## config.mk

```make
export PLATFORM = sky130hd
export DESIGN_NAME = plane_t_stage_flat
export DESIGN_NICKNAME = d
export VERILOG_FILES = /design/src/rtl/plane_t_stage_if.sv /design/src/rtl/plane_t_stage.sv /design/src/flat_wrapper.sv
export SDC_FILE = /design/constraint.sdc
export NUM_CORES = 2
export LEC_CHECK = 0
export ABC_AREA = 1
export CAP_MARGIN = 0
export CORE_ASPECT_RATIO = 0.6
export CORE_MARGIN = 3
export CORE_UTILIZATION = 35
export DETAILED_ROUTE_END_ITERATION = 7
export GPL_TIMING_DRIVEN = 0
export SLEW_MARGIN = 20
export SYNTH_ARGS = -nofsm -noshare
export SYNTH_HDL_FRONTEND = slang
export SYNTH_SLANG_ARGS = --single-unit
export TNS_END_PERCENT = 100
```

## constraint.sdc

```tcl
create_clock -name clk_i -period 43.9 [get_ports clk_i]
set_input_delay 4.39 -clock clk_i [delete_from_list [all_inputs] [get_ports clk_i]]
set_output_delay 4.39 -clock clk_i [all_outputs]
set_load 0.05 [all_outputs]
```

## src/rtl/plane_t_stage_if.sv

```systemverilog
// Request, divider and result handshake bundle for the ray/plane t stage.
// Latency: none (wires only).
// Backpressure: valid/ready on request and result; divider is launch/strobe.
interface plane_t_stage_if #(
    parameter int D_WIDTH = 32
);
    // request side
    logic                      valid_in;
    logic                      ready_out;
    logic signed [D_WIDTH-1:0] ray_o_x, ray_o_y, ray_o_z;
    logic signed [D_WIDTH-1:0] ray_d_x, ray_d_y, ray_d_z;
    logic signed [D_WIDTH-1:0] pl_p_x, pl_p_y, pl_p_z;
    logic signed [D_WIDTH-1:0] pl_n_x, pl_n_y, pl_n_z;

    // divider side
    logic                      div_valid;
    logic signed [D_WIDTH-1:0] div_dividend;
    logic signed [D_WIDTH-1:0] div_divisor;
    logic                      div_done;
    logic signed [D_WIDTH-1:0] div_quotient;

    // result side
    logic                      valid_out;
    logic                      ready_in;
    logic signed [D_WIDTH-1:0] t;
    logic                      hit;
    logic                      err;

    // stage view
    modport slave (
        input  valid_in,
        output ready_out,
        input  ray_o_x, ray_o_y, ray_o_z,
        input  ray_d_x, ray_d_y, ray_d_z,
        input  pl_p_x, pl_p_y, pl_p_z,
        input  pl_n_x, pl_n_y, pl_n_z,
        output div_valid, div_dividend, div_divisor,
        input  div_done, div_quotient,
        output valid_out,
        input  ready_in,
        output t, hit, err
    );

    // environment view (request source, divider, result sink)
    modport master (
        output valid_in,
        input  ready_out,
        output ray_o_x, ray_o_y, ray_o_z,
        output ray_d_x, ray_d_y, ray_d_z,
        output pl_p_x, pl_p_y, pl_p_z,
        output pl_n_x, pl_n_y, pl_n_z,
        input  div_valid, div_dividend, div_divisor,
        output div_done, div_quotient,
        input  valid_out,
        output ready_in,
        input  t, hit, err
    );
endinterface

```

## src/rtl/plane_t_stage.sv

```systemverilog
// Ray/plane intersection parameter: num = n.(p-o), den = n.d on one multiplier, then t = num/den via external divider.
// Latency: 7 cycles to OUT on parallel rays; 8 + divider response cycles otherwise (WAIT capped at TIMEOUT).
// Backpressure: ready_out only in IDLE; result held on valid_out until ready_in, one request in flight.
module plane_t_stage #(
    parameter int Q_BITS  = 10,
    parameter int D_WIDTH = 32,
    parameter int EPS     = 1,
    parameter int TIMEOUT = 255
) (
    input  logic           clk_i,
    input  logic           rst_i,
    plane_t_stage_if.slave bus
);
    localparam int DIFF_W = D_WIDTH + 1;
    localparam int PROD_W = 2 * D_WIDTH + 1;
    localparam int ACC_W  = 2 * D_WIDTH + 3;
    localparam int CNT_W  = $clog2(TIMEOUT + 1);

    // Saturation bounds of the signed D_WIDTH range, expressed at accumulator width.
    localparam logic signed [ACC_W-1:0] SAT_MAX = {{(ACC_W-D_WIDTH+1){1'b0}}, {(D_WIDTH-1){1'b1}}};
    localparam logic signed [ACC_W-1:0] SAT_MIN = ~SAT_MAX;

    typedef enum logic [2:0] {
        S_IDLE,
        S_NUM,
        S_DEN,
        S_ISSUE,
        S_WAIT,
        S_OUT
    } state_t;

    // latched request operands, index 0/1/2 = x/y/z
    logic signed [D_WIDTH-1:0] o_q [3];
    logic signed [D_WIDTH-1:0] d_q [3];
    logic signed [D_WIDTH-1:0] p_q [3];
    logic signed [D_WIDTH-1:0] n_q [3];

    state_t                    state_q;
    logic [1:0]                k_q;
    logic signed [ACC_W-1:0]   acc_q;
    logic [CNT_W-1:0]          cnt_q;
    logic signed [D_WIDTH-1:0] num_q;
    logic signed [D_WIDTH-1:0] den_q;
    logic signed [D_WIDTH-1:0] t_q;
    logic                      div_valid_q;
    logic                      valid_out_q;
    logic                      hit_q;
    logic                      err_q;

    // datapath next-state values
    logic signed [D_WIDTH-1:0] sel_o_d, sel_d_d, sel_p_d, sel_n_d;
    logic signed [DIFF_W-1:0]  diff_d;
    logic signed [DIFF_W-1:0]  op_a_d;
    logic signed [PROD_W-1:0]  a_ext_d, b_ext_d, prod_d;
    logic signed [ACC_W-1:0]   acc_d;
    logic signed [ACC_W-1:0]   shifted_d;
    logic signed [D_WIDTH-1:0] scaled_d;
    logic signed [DIFF_W-1:0]  den_ext_d;
    logic [DIFF_W-1:0]         den_abs_d;
    logic                      parallel_d;

    // Shared multiply-accumulate: NUM feeds (p-o), DEN feeds d; both against n of the current component.
    always_comb begin
        sel_o_d = o_q[2];
        sel_d_d = d_q[2];
        sel_p_d = p_q[2];
        sel_n_d = n_q[2];
        case (k_q)
            2'd0: begin
                sel_o_d = o_q[0];
                sel_d_d = d_q[0];
                sel_p_d = p_q[0];
                sel_n_d = n_q[0];
            end
            2'd1: begin
                sel_o_d = o_q[1];
                sel_d_d = d_q[1];
                sel_p_d = p_q[1];
                sel_n_d = n_q[1];
            end
            default: ;
        endcase

        // one extra bit so p - o never wraps
        diff_d  = DIFF_W'(sel_p_d) - DIFF_W'(sel_o_d);
        op_a_d  = (state_q == S_NUM) ? diff_d : DIFF_W'(sel_d_d);
        a_ext_d = PROD_W'(op_a_d);
        b_ext_d = PROD_W'(sel_n_d);
        prod_d  = a_ext_d * b_ext_d;
        acc_d   = acc_q + ACC_W'(prod_d);

        // drop the extra Q fraction of the product, then clamp to D_WIDTH
        shifted_d = acc_d >>> Q_BITS;
        if (shifted_d > SAT_MAX) begin
            scaled_d = {1'b0, {(D_WIDTH-1){1'b1}}};
        end else if (shifted_d < SAT_MIN) begin
            scaled_d = {1'b1, {(D_WIDTH-1){1'b0}}};
        end else begin
            scaled_d = shifted_d[D_WIDTH-1:0];
        end

        // |den| taken one bit wider so the most negative value has a magnitude
        den_ext_d  = DIFF_W'(scaled_d);
        den_abs_d  = (den_ext_d < 0) ? -den_ext_d : den_ext_d;
        parallel_d = (den_abs_d < DIFF_W'(EPS));
    end

    // Control FSM with registered outputs; reset returns to IDLE with all outputs cleared.
    always_ff @(posedge clk_i) begin
        if (rst_i) begin
            state_q     <= S_IDLE;
            k_q         <= 2'd0;
            acc_q       <= '0;
            cnt_q       <= '0;
            num_q       <= '0;
            den_q       <= '0;
            t_q         <= '0;
            div_valid_q <= 1'b0;
            valid_out_q <= 1'b0;
            hit_q       <= 1'b0;
            err_q       <= 1'b0;
            for (int i = 0; i < 3; i++) begin
                o_q[i] <= '0;
                d_q[i] <= '0;
                p_q[i] <= '0;
                n_q[i] <= '0;
            end
        end else begin
            case (state_q)
                S_IDLE: begin
                    if (bus.valid_in) begin
                        o_q[0]  <= bus.ray_o_x;
                        o_q[1]  <= bus.ray_o_y;
                        o_q[2]  <= bus.ray_o_z;
                        d_q[0]  <= bus.ray_d_x;
                        d_q[1]  <= bus.ray_d_y;
                        d_q[2]  <= bus.ray_d_z;
                        p_q[0]  <= bus.pl_p_x;
                        p_q[1]  <= bus.pl_p_y;
                        p_q[2]  <= bus.pl_p_z;
                        n_q[0]  <= bus.pl_n_x;
                        n_q[1]  <= bus.pl_n_y;
                        n_q[2]  <= bus.pl_n_z;
                        acc_q   <= '0;
                        k_q     <= 2'd0;
                        state_q <= S_NUM;
                    end
                end
                S_NUM: begin
                    if (k_q == 2'd2) begin
                        num_q   <= scaled_d;
                        acc_q   <= '0;
                        k_q     <= 2'd0;
                        state_q <= S_DEN;
                    end else begin
                        acc_q <= acc_d;
                        k_q   <= k_q + 2'd1;
                    end
                end
                S_DEN: begin
                    if (k_q == 2'd2) begin
                        den_q <= scaled_d;
                        acc_q <= '0;
                        k_q   <= 2'd0;
                        if (parallel_d) begin
                            // no meaningful quotient exists; answer without the divider
                            t_q         <= '0;
                            hit_q       <= 1'b0;
                            err_q       <= 1'b0;
                            valid_out_q <= 1'b1;
                            state_q     <= S_OUT;
                        end else begin
                            div_valid_q <= 1'b1;
                            state_q     <= S_ISSUE;
                        end
                    end else begin
                        acc_q <= acc_d;
                        k_q   <= k_q + 2'd1;
                    end
                end
                S_ISSUE: begin
                    div_valid_q <= 1'b0;
                    cnt_q       <= '0;
                    state_q     <= S_WAIT;
                end
                S_WAIT: begin
                    // a strobe on the final counted cycle still wins over the timeout
                    if (bus.div_done) begin
                        t_q         <= bus.div_quotient;
                        hit_q       <= (bus.div_quotient > 0);
                        err_q       <= 1'b0;
                        valid_out_q <= 1'b1;
                        state_q     <= S_OUT;
                    end else if (cnt_q == CNT_W'(TIMEOUT - 1)) begin
                        t_q         <= '0;
                        hit_q       <= 1'b0;
                        err_q       <= 1'b1;
                        valid_out_q <= 1'b1;
                        state_q     <= S_OUT;
                    end else begin
                        cnt_q <= cnt_q + CNT_W'(1);
                    end
                end
                S_OUT: begin
                    if (bus.ready_in) begin
                        valid_out_q <= 1'b0;
                        state_q     <= S_IDLE;
                    end
                end
                default: begin
                    state_q <= S_IDLE;
                end
            endcase
        end
    end

    // ready is withheld while reset is applied even though the state already reads IDLE
    assign bus.ready_out    = (state_q == S_IDLE) && !rst_i;
    assign bus.div_valid    = div_valid_q;
    assign bus.div_dividend = num_q;
    assign bus.div_divisor  = den_q;
    assign bus.valid_out    = valid_out_q;
    assign bus.t            = t_q;
    assign bus.hit          = hit_q;
    assign bus.err          = err_q;

endmodule

```

## src/flat_wrapper.sv

```systemverilog
// flat-port wrapper written by rule: the top's interface ports become plain ports
module plane_t_stage_flat 
#(
    parameter int Q_BITS  = 10,
    parameter int D_WIDTH = 32,
    parameter int EPS     = 1,
    parameter int TIMEOUT = 255
)
  (clk_i, rst_i, bus_valid_in, bus_ready_out, bus_ray_o_x, bus_ray_o_y, bus_ray_o_z, bus_ray_d_x, bus_ray_d_y, bus_ray_d_z, bus_pl_p_x, bus_pl_p_y, bus_pl_p_z, bus_pl_n_x, bus_pl_n_y, bus_pl_n_z, bus_div_valid, bus_div_dividend, bus_div_divisor, bus_div_done, bus_div_quotient, bus_valid_out, bus_ready_in, bus_t, bus_hit, bus_err);
  plane_t_stage_if #(.D_WIDTH(D_WIDTH)) bus_i ();
  input  logic clk_i;
  input  logic rst_i;
  input wire logic [$bits(bus_i.valid_in)-1:0] bus_valid_in;
  output wire logic [$bits(bus_i.ready_out)-1:0] bus_ready_out;
  input wire logic [$bits(bus_i.ray_o_x)-1:0] bus_ray_o_x;
  input wire logic [$bits(bus_i.ray_o_y)-1:0] bus_ray_o_y;
  input wire logic [$bits(bus_i.ray_o_z)-1:0] bus_ray_o_z;
  input wire logic [$bits(bus_i.ray_d_x)-1:0] bus_ray_d_x;
  input wire logic [$bits(bus_i.ray_d_y)-1:0] bus_ray_d_y;
  input wire logic [$bits(bus_i.ray_d_z)-1:0] bus_ray_d_z;
  input wire logic [$bits(bus_i.pl_p_x)-1:0] bus_pl_p_x;
  input wire logic [$bits(bus_i.pl_p_y)-1:0] bus_pl_p_y;
  input wire logic [$bits(bus_i.pl_p_z)-1:0] bus_pl_p_z;
  input wire logic [$bits(bus_i.pl_n_x)-1:0] bus_pl_n_x;
  input wire logic [$bits(bus_i.pl_n_y)-1:0] bus_pl_n_y;
  input wire logic [$bits(bus_i.pl_n_z)-1:0] bus_pl_n_z;
  output wire logic [$bits(bus_i.div_valid)-1:0] bus_div_valid;
  output wire logic [$bits(bus_i.div_dividend)-1:0] bus_div_dividend;
  output wire logic [$bits(bus_i.div_divisor)-1:0] bus_div_divisor;
  input wire logic [$bits(bus_i.div_done)-1:0] bus_div_done;
  input wire logic [$bits(bus_i.div_quotient)-1:0] bus_div_quotient;
  output wire logic [$bits(bus_i.valid_out)-1:0] bus_valid_out;
  input wire logic [$bits(bus_i.ready_in)-1:0] bus_ready_in;
  output wire logic [$bits(bus_i.t)-1:0] bus_t;
  output wire logic [$bits(bus_i.hit)-1:0] bus_hit;
  output wire logic [$bits(bus_i.err)-1:0] bus_err;
  assign bus_i.valid_in = bus_valid_in;
  assign bus_ready_out = bus_i.ready_out;
  assign bus_i.ray_o_x = bus_ray_o_x;
  assign bus_i.ray_o_y = bus_ray_o_y;
  assign bus_i.ray_o_z = bus_ray_o_z;
  assign bus_i.ray_d_x = bus_ray_d_x;
  assign bus_i.ray_d_y = bus_ray_d_y;
  assign bus_i.ray_d_z = bus_ray_d_z;
  assign bus_i.pl_p_x = bus_pl_p_x;
  assign bus_i.pl_p_y = bus_pl_p_y;
  assign bus_i.pl_p_z = bus_pl_p_z;
  assign bus_i.pl_n_x = bus_pl_n_x;
  assign bus_i.pl_n_y = bus_pl_n_y;
  assign bus_i.pl_n_z = bus_pl_n_z;
  assign bus_div_valid = bus_i.div_valid;
  assign bus_div_dividend = bus_i.div_dividend;
  assign bus_div_divisor = bus_i.div_divisor;
  assign bus_i.div_done = bus_div_done;
  assign bus_i.div_quotient = bus_div_quotient;
  assign bus_valid_out = bus_i.valid_out;
  assign bus_i.ready_in = bus_ready_in;
  assign bus_t = bus_i.t;
  assign bus_hit = bus_i.hit;
  assign bus_err = bus_i.err;
  plane_t_stage #(.Q_BITS(Q_BITS), .D_WIDTH(D_WIDTH), .EPS(EPS), .TIMEOUT(TIMEOUT)) u_core (.clk_i(clk_i), .rst_i(rst_i), .bus(bus_i));
endmodule
```

## After elaboration in Yosys (flattened, before gate mapping)

Memory sizes are Yosys's and may differ from the RTL's.
Cells that the tools add are included.

- Bitwise operators: 12
- Reductions and logical operators: 18
- Order comparisons: 5
- Eq/ne operators: 17
- Multiplexer cells: 64
- Add/sub/neg operators: 5
- $mul: 1

Operators by type and width:

| operator | count |
|---|---|
| 32-bit two-way mux | 18 |
| 32-bit one-hot mux with 2 select lines | 5 |
| 67-bit two-way mux | 2 |
| 67-bit one-hot mux with 2 select lines | 1 |
| 67-bit by 65-bit adder with 67-bit output | 1 |
| 33-bit two-way mux | 2 |
| 33-bit by 32-bit multiplier with 65-bit output | 1 |
| 57-bit by 32-bit > comparator with 1-bit output, second input constant | 1 |
| 57-bit by 32-bit less-than comparator with 1-bit output, second input constant | 1 |
| 33-bit by 1-bit less-than comparator with 1-bit output, second input constant | 1 |
| 32-bit negation with 33-bit output | 1 |
| 32-bit by 32-bit subtractor with 33-bit output | 1 |
| 32-bit by 1-bit > comparator with 1-bit output, second input constant | 1 |
| 32-bit by 1-bit less-than comparator with 1-bit output, second input constant | 1 |
| 3-bit two-way mux | 7 |
| 1-bit two-way mux | 18 |
| 3-bit one-hot mux with 6 select lines | 1 |
| 8-bit two-way mux | 2 |
| 8-bit one-hot mux with 2 select lines | 1 |
| 2-bit != test, second input constant | 6 |
| 1-bit bitwise OR | 12 |
| 5-bit AND reduction | 2 |
| 8-bit by 1-bit adder with 8-bit output, second input constant | 1 |
| 8-bit equality test, second input constant | 1 |
| other kinds (22) | 34 |

- Output and inout port bits: 101
- Register bits after elaboration: 180
- Memories: 4
- Word-level logic and storage cells: 137
- Memory bits (writable): 384

Memory list:

| name | depth | bits a word | rd ports | clocked after memory_dff | write ports | line | source |
|---|---|---|---|---|---|---|---|
| u_core.d_q | 3 | 32 | 3 | 0 | 3 | plane_t_stage.sv:34 | `logic signed [D_WIDTH-1:0] d_q [3];` |
| u_core.n_q | 3 | 32 | 3 | 0 | 3 | plane_t_stage.sv:36 | `logic signed [D_WIDTH-1:0] n_q [3];` |
| u_core.o_q | 3 | 32 | 3 | 0 | 3 | plane_t_stage.sv:33 | `logic signed [D_WIDTH-1:0] o_q [3];` |
| u_core.p_q | 3 | 32 | 3 | 0 | 3 | plane_t_stage.sv:35 | `logic signed [D_WIDTH-1:0] p_q [3];` |

## Depth between registers and ports, before layout

- Depth after elaboration: 15
- Gate-level depth with buffers: 98
- Depth with buffers taken out: 91

## Worst setup path after synthesis

OpenSTA, ideal clock, no wires.

- Path kind: input-to-reg
- From: in bus_valid_in
- To: mem u_core.d_q[0][0], enable pin
- Slack: 11,118 ps
- Library setup time: 1,662 ps
- Stages on the path: 2
- Arrival time: 31,120 ps
- Cell sequence: inv_1 -> o21ai_0

RTL lines:

| what | line | source |
|---|---|---|
| start, declared | flat_wrapper.sv:13 | `input wire logic [$bits(bus_i.valid_in)-1:0] bus_valid_in;` |
| end, declared | plane_t_stage.sv:34 |  |

## Worst setup path after layout

- From: reg u_core.k_q[1]
- To: reg u_core.t_q[4] (netlist: u_core.bus.t[4])

- Longest elaborated chain between the ends: 14
- Elaborated cells between the ends (all ways): 22

RTL lines:

| what | line | source |
|---|---|---|
| start, declared | plane_t_stage.sv:39 | `logic [1:0] k_q;` |
| start signal, assigned | plane_t_stage.sv:157 | `k_q <= k_q + 2'd1;` |
| start signal, assigned | plane_t_stage.sv:178 | `k_q <= k_q + 2'd1;` |
| 2-bit by 1-bit equality test with 1-bit output or 2-bit logical NOT (tied branches) | plane_t_stage.sv:68 | `case (k_q)` |
| 32-bit one-hot mux with 2 select lines | plane_t_stage.sv:68 |  |
| 32-bit by 32-bit subtractor with 33-bit output | plane_t_stage.sv:85 | `diff_d = DIFF_W'(sel_p_d) - DIFF_W'(sel_o_d);` |
| 33-bit two-way mux | plane_t_stage.sv:86 | `op_a_d = (state_q == S_NUM) ? diff_d : DIFF_W'(sel_d_d);` |
| 33-bit by 32-bit multiplier with 65-bit output | plane_t_stage.sv:89 | `prod_d = a_ext_d * b_ext_d;` |
| 67-bit by 65-bit adder with 67-bit output | plane_t_stage.sv:90 | `acc_d = acc_q + ACC_W'(prod_d);` |
| 57-bit by 32-bit less-than comparator with 1-bit output | plane_t_stage.sv:96 | `end else if (shifted_d < SAT_MIN) begin` |
| 32-bit two-way mux | plane_t_stage.sv:96 |  |
| 32-bit two-way mux | plane_t_stage.sv:94 | `if (shifted_d > SAT_MAX) begin` |
| 32-bit negation with 33-bit output or 32-bit by 1-bit less-than comparator with 1-bit output (tied branches) | plane_t_stage.sv:104 | `den_abs_d = (den_ext_d < 0) ? -den_ext_d : den_ext_d;` |
| 33-bit two-way mux | plane_t_stage.sv:104 |  |
| 33-bit by 1-bit less-than comparator with 1-bit output | plane_t_stage.sv:105 | `parallel_d = (den_abs_d < DIFF_W'(EPS));` |
| 2-bit by 1-bit != test with 1-bit output (no source line) | - |  |
| 4-bit AND reduction (no source line) * | - |  |
| end signal, assigned | plane_t_stage.sv:189 | `t_q <= bus.div_quotient;` |
| end, declared | plane_t_stage.sv:44 | `logic signed [D_WIDTH-1:0] t_q;` |

Every way passes the cells marked *; elsewhere a longest branch is shown, timed or not.
A chain may end at the register's enable or synchronous reset.

==> flow_summary.toml <==
[run_status]
status = "completed"

[sta]
setup-violations-final = 0
min_period_over_period_pct = 53.1
fin_skew_ns = 0.0674
period_needed_ns = 23.33
worst-slew-pin-transition_ns = 1.29
relSlewSlack_pct = 14.2
fin_hold_ws_ns = 0.464
hold_violations = 0
fmax_ghz = 0.0429
maxSlewViolCount = 0
tns_ns = 0
rsz0062_at_grt = "no"

[clock_network]
cts_resized = 0
htree_levels = 2
numCtsBuffers = 57
cts.path.max_buffers = 3
cts_root_buf = "clkbuf_16"
holdBufCountCts = 0
clkTransAtPathRegs_ns = 0.07
cts_tree = "built"
post_cts_buffers = 0
cts.sinks = 564
clk_latency_ns = 0.70

[global_routing]
grt_overflow = 0
grt_pass1_vias = 61200
antenna_found_initial = 35
met3_usage_pct = 18.0
groute.usage.overall_pct = 30.6
busiest_layer = "met1"
use_met2_pct = 37.0
grt_first_pass_wirelength_um = 448000
grtUsageMet1_pct = 45.8
grt_max_degree = 27

[yosys]
yosysUniqueCellTypes = 50
avgSynthCellArea_um2 = 8.18
synth_seq_cells = 564
synthTopCellsByArea = "fa_1 36%, edfxtp_1 16%, inv_1 12%"
syn_area_um2 = 70100
syn_inst = 8565
synth_nets = 10500
synth-seq-area-share_pct = 21.6
yosysTopAreaCellShare_pct = 36.1
yosysWarnings = 0
synth_top_area_cell = "fa_1"

[floorplanning]
die_height_um = 353
rows = 126
fp.dieW_um = 584
die-area_um2 = 206000
initial_core_util_pct = 35.4
num_io_pins = 522
core-area_um2 = 198000

[routing]
drt_iter0_drc = 7136
detail-route-antenna-nets = 0
drt_pass1_iterations = 6
drcViolationCount = 0
via_per_inst = 5.10
vias = 60500
wl_per_cell_um = 26.7
routed_wl_um = 316000

[setup_path]
path_max_fanout = 10
slowest_stage = "clkbuf_1"
endpoint_kind = "flip-flop"
startpoint_type = "flip-flop"
crit_type = "reg2reg"
slowest_delay_ns = 0.89
cp.required_ns = 44.43
critPathMostFrequentCell = "nand2_1"
crit_arrival_ns = 23.86

[placement]
dpl_cell_area_um2 = 79200
post-dp-hpwl_um = 276000
dp.cells = 11700
place_congestion = 1.03
io_buffers = 521

[final_layout]
syn_to_final_growth_pct = 15.9
instances_no_fill = 11900
drive_gt1_share_pct = 2.45
fin_area_um2 = 81200
nets = 11100

[hold_path]
hp-class = "reg2reg"

[flow_run]
drv_cap = 0
logic make-up (layout without fill, tap and decap cells):
logic type | Yosys count | in the layout | share of synthesized area (%)
and+or+nand+nor | 3235 | 3235 | 18.0
buffers and inverters | 2630 | 3283 | 14.2
adders and majority gates | 1524 | 1524 | 40.8
DFF | 564 | 564 | 21.6
AOI/OAI and AO/OA | 558 | 558 | 4.75
xor gates and xnor gates | 54 | 54 | 0.675
other | 0 | 16 | 0
per-layer routing:
metal / share of wire (%) / wire length [um]
met5: 0.19 / 616
met4: 1.9 / 5860
met3: 17 / 53700
met2: 35 / 111000
met1: 46 / 145000
Yosys cell counts (all sizes together):
cell type,number
a211oi,2
a21boi,5
a21oi,206
a22o,1
a22oi,11
a31o,1
a31oi,4
and2,4
and3,4
buf,44
clkbuf,268
clkinv,20
dfxtp,180
edfxtp,384
fa,1265
ha,259
inv,2298
nand2,1818
nand3,147
nand3b,9
nand4,24
nor2,1190
nor3,22
nor3b,1
nor4,13
o211a,1
o211ai,31
o21a,30
o21ai,116
o21bai,41
o221ai,2
o22a,27
o22ai,79
o31ai,1
or2,3
xnor2,16
xor2,38
metrics by stage:
stage          worst slack [ns]  util (%)
3_5_place_dp              21.64      40.0
3_3_place_gp             -0.757      39.7
6_report                  20.57      41.0
5_1_grt                   19.79      41.0
2_1_floorplan             11.12         -
4_1_cts                   21.54      41.0
worst paths after layout:
check	cells past startpoint	startpoint	endpoint	slack [ns]
worst max-delay path	81	u_core.k_q[1]	u_core.bus.t[4]	20.57
worst min-delay path	2	u_core.bus.t[31]	u_core.bus.t[31]	0.46
worst max register to register	81	u_core.k_q[1]	u_core.bus.t[4]	20.57
worst min register to register	2	u_core.bus.t[31]	u_core.bus.t[31]	0.46
state kept, by name, summed over array words and instances, names as in the netlist:
name	flops
u_core.n_q	96
u_core.acc_q	67
u_core.state_q	3
u_core.k_q	2
u_core.cnt_q	8
u_core.o_q	96
u_core.bus.t	32
u_core.bus.hit	1
u_core.p_q	96
u_core.bus.err	1
u_core.d_q	96
u_core.bus.div_dividend	32
u_core.bus.div_valid	1
u_core.bus.div_divisor	32
u_core.bus.valid_out	1
cell usage in the layout, fill, tap and decap left out, types with 16 or more instances in the layout:
master / netlist / final
clkbuf_2: 0 / 23
inv_2: 30 / 30
inv_1: 2268 / 2268
o21ai_0: 109 / 108
edfxtp_1: 384 / 384
a21oi_1: 205 / 205
ha_1: 259 / 259
fa_1: 1265 / 1263
o22ai_1: 79 / 79
nor2_1: 1177 / 1172
clkdlybuf4s50_1: 0 / 521
clkbuf_16: 0 / 57
clkinv_1: 20 / 31
o21bai_1: 41 / 41
nand4_1: 24 / 24
dfxtp_1: 180 / 180
clkbuf_1: 268 / 256
nand3_1: 145 / 145
nor3_1: 19 / 18
buf_1: 28 / 26
buf_16: 0 / 19
o211ai_1: 31 / 31
o22a_1: 27 / 27
xor2_1: 38 / 38
xnor2_1: 16 / 16
diode_2: 0 / 16
nand2_1: 1806 / 1806
o21a_1: 30 / 30
critical path: cells and delay by family (launching register included):
family          cells  cell delay (ns)
fa+ha+maj          11             5.77
buf+inv            18             6.77
flops               1             0.32
compound gates     19             5.01
simple gates       33             5.18
cell type report:
type	instances	area (um2)
Inverter	2318	8700
Buffer	312	1270
Clock inverter	35	345
Clock buffer	72	1530
Tap cell	2624	3280
Multi-Input combinational cell	5371	45000
Sequential cell	564	15100
Fill cell	19800	117000
Timing Repair Buffer	546	5830
Antenna cell	16	40.0
Power is left out: the tool's default activity adds up to more than one toggle a clock period on the data nets, which glitch-free logic cannot reach.
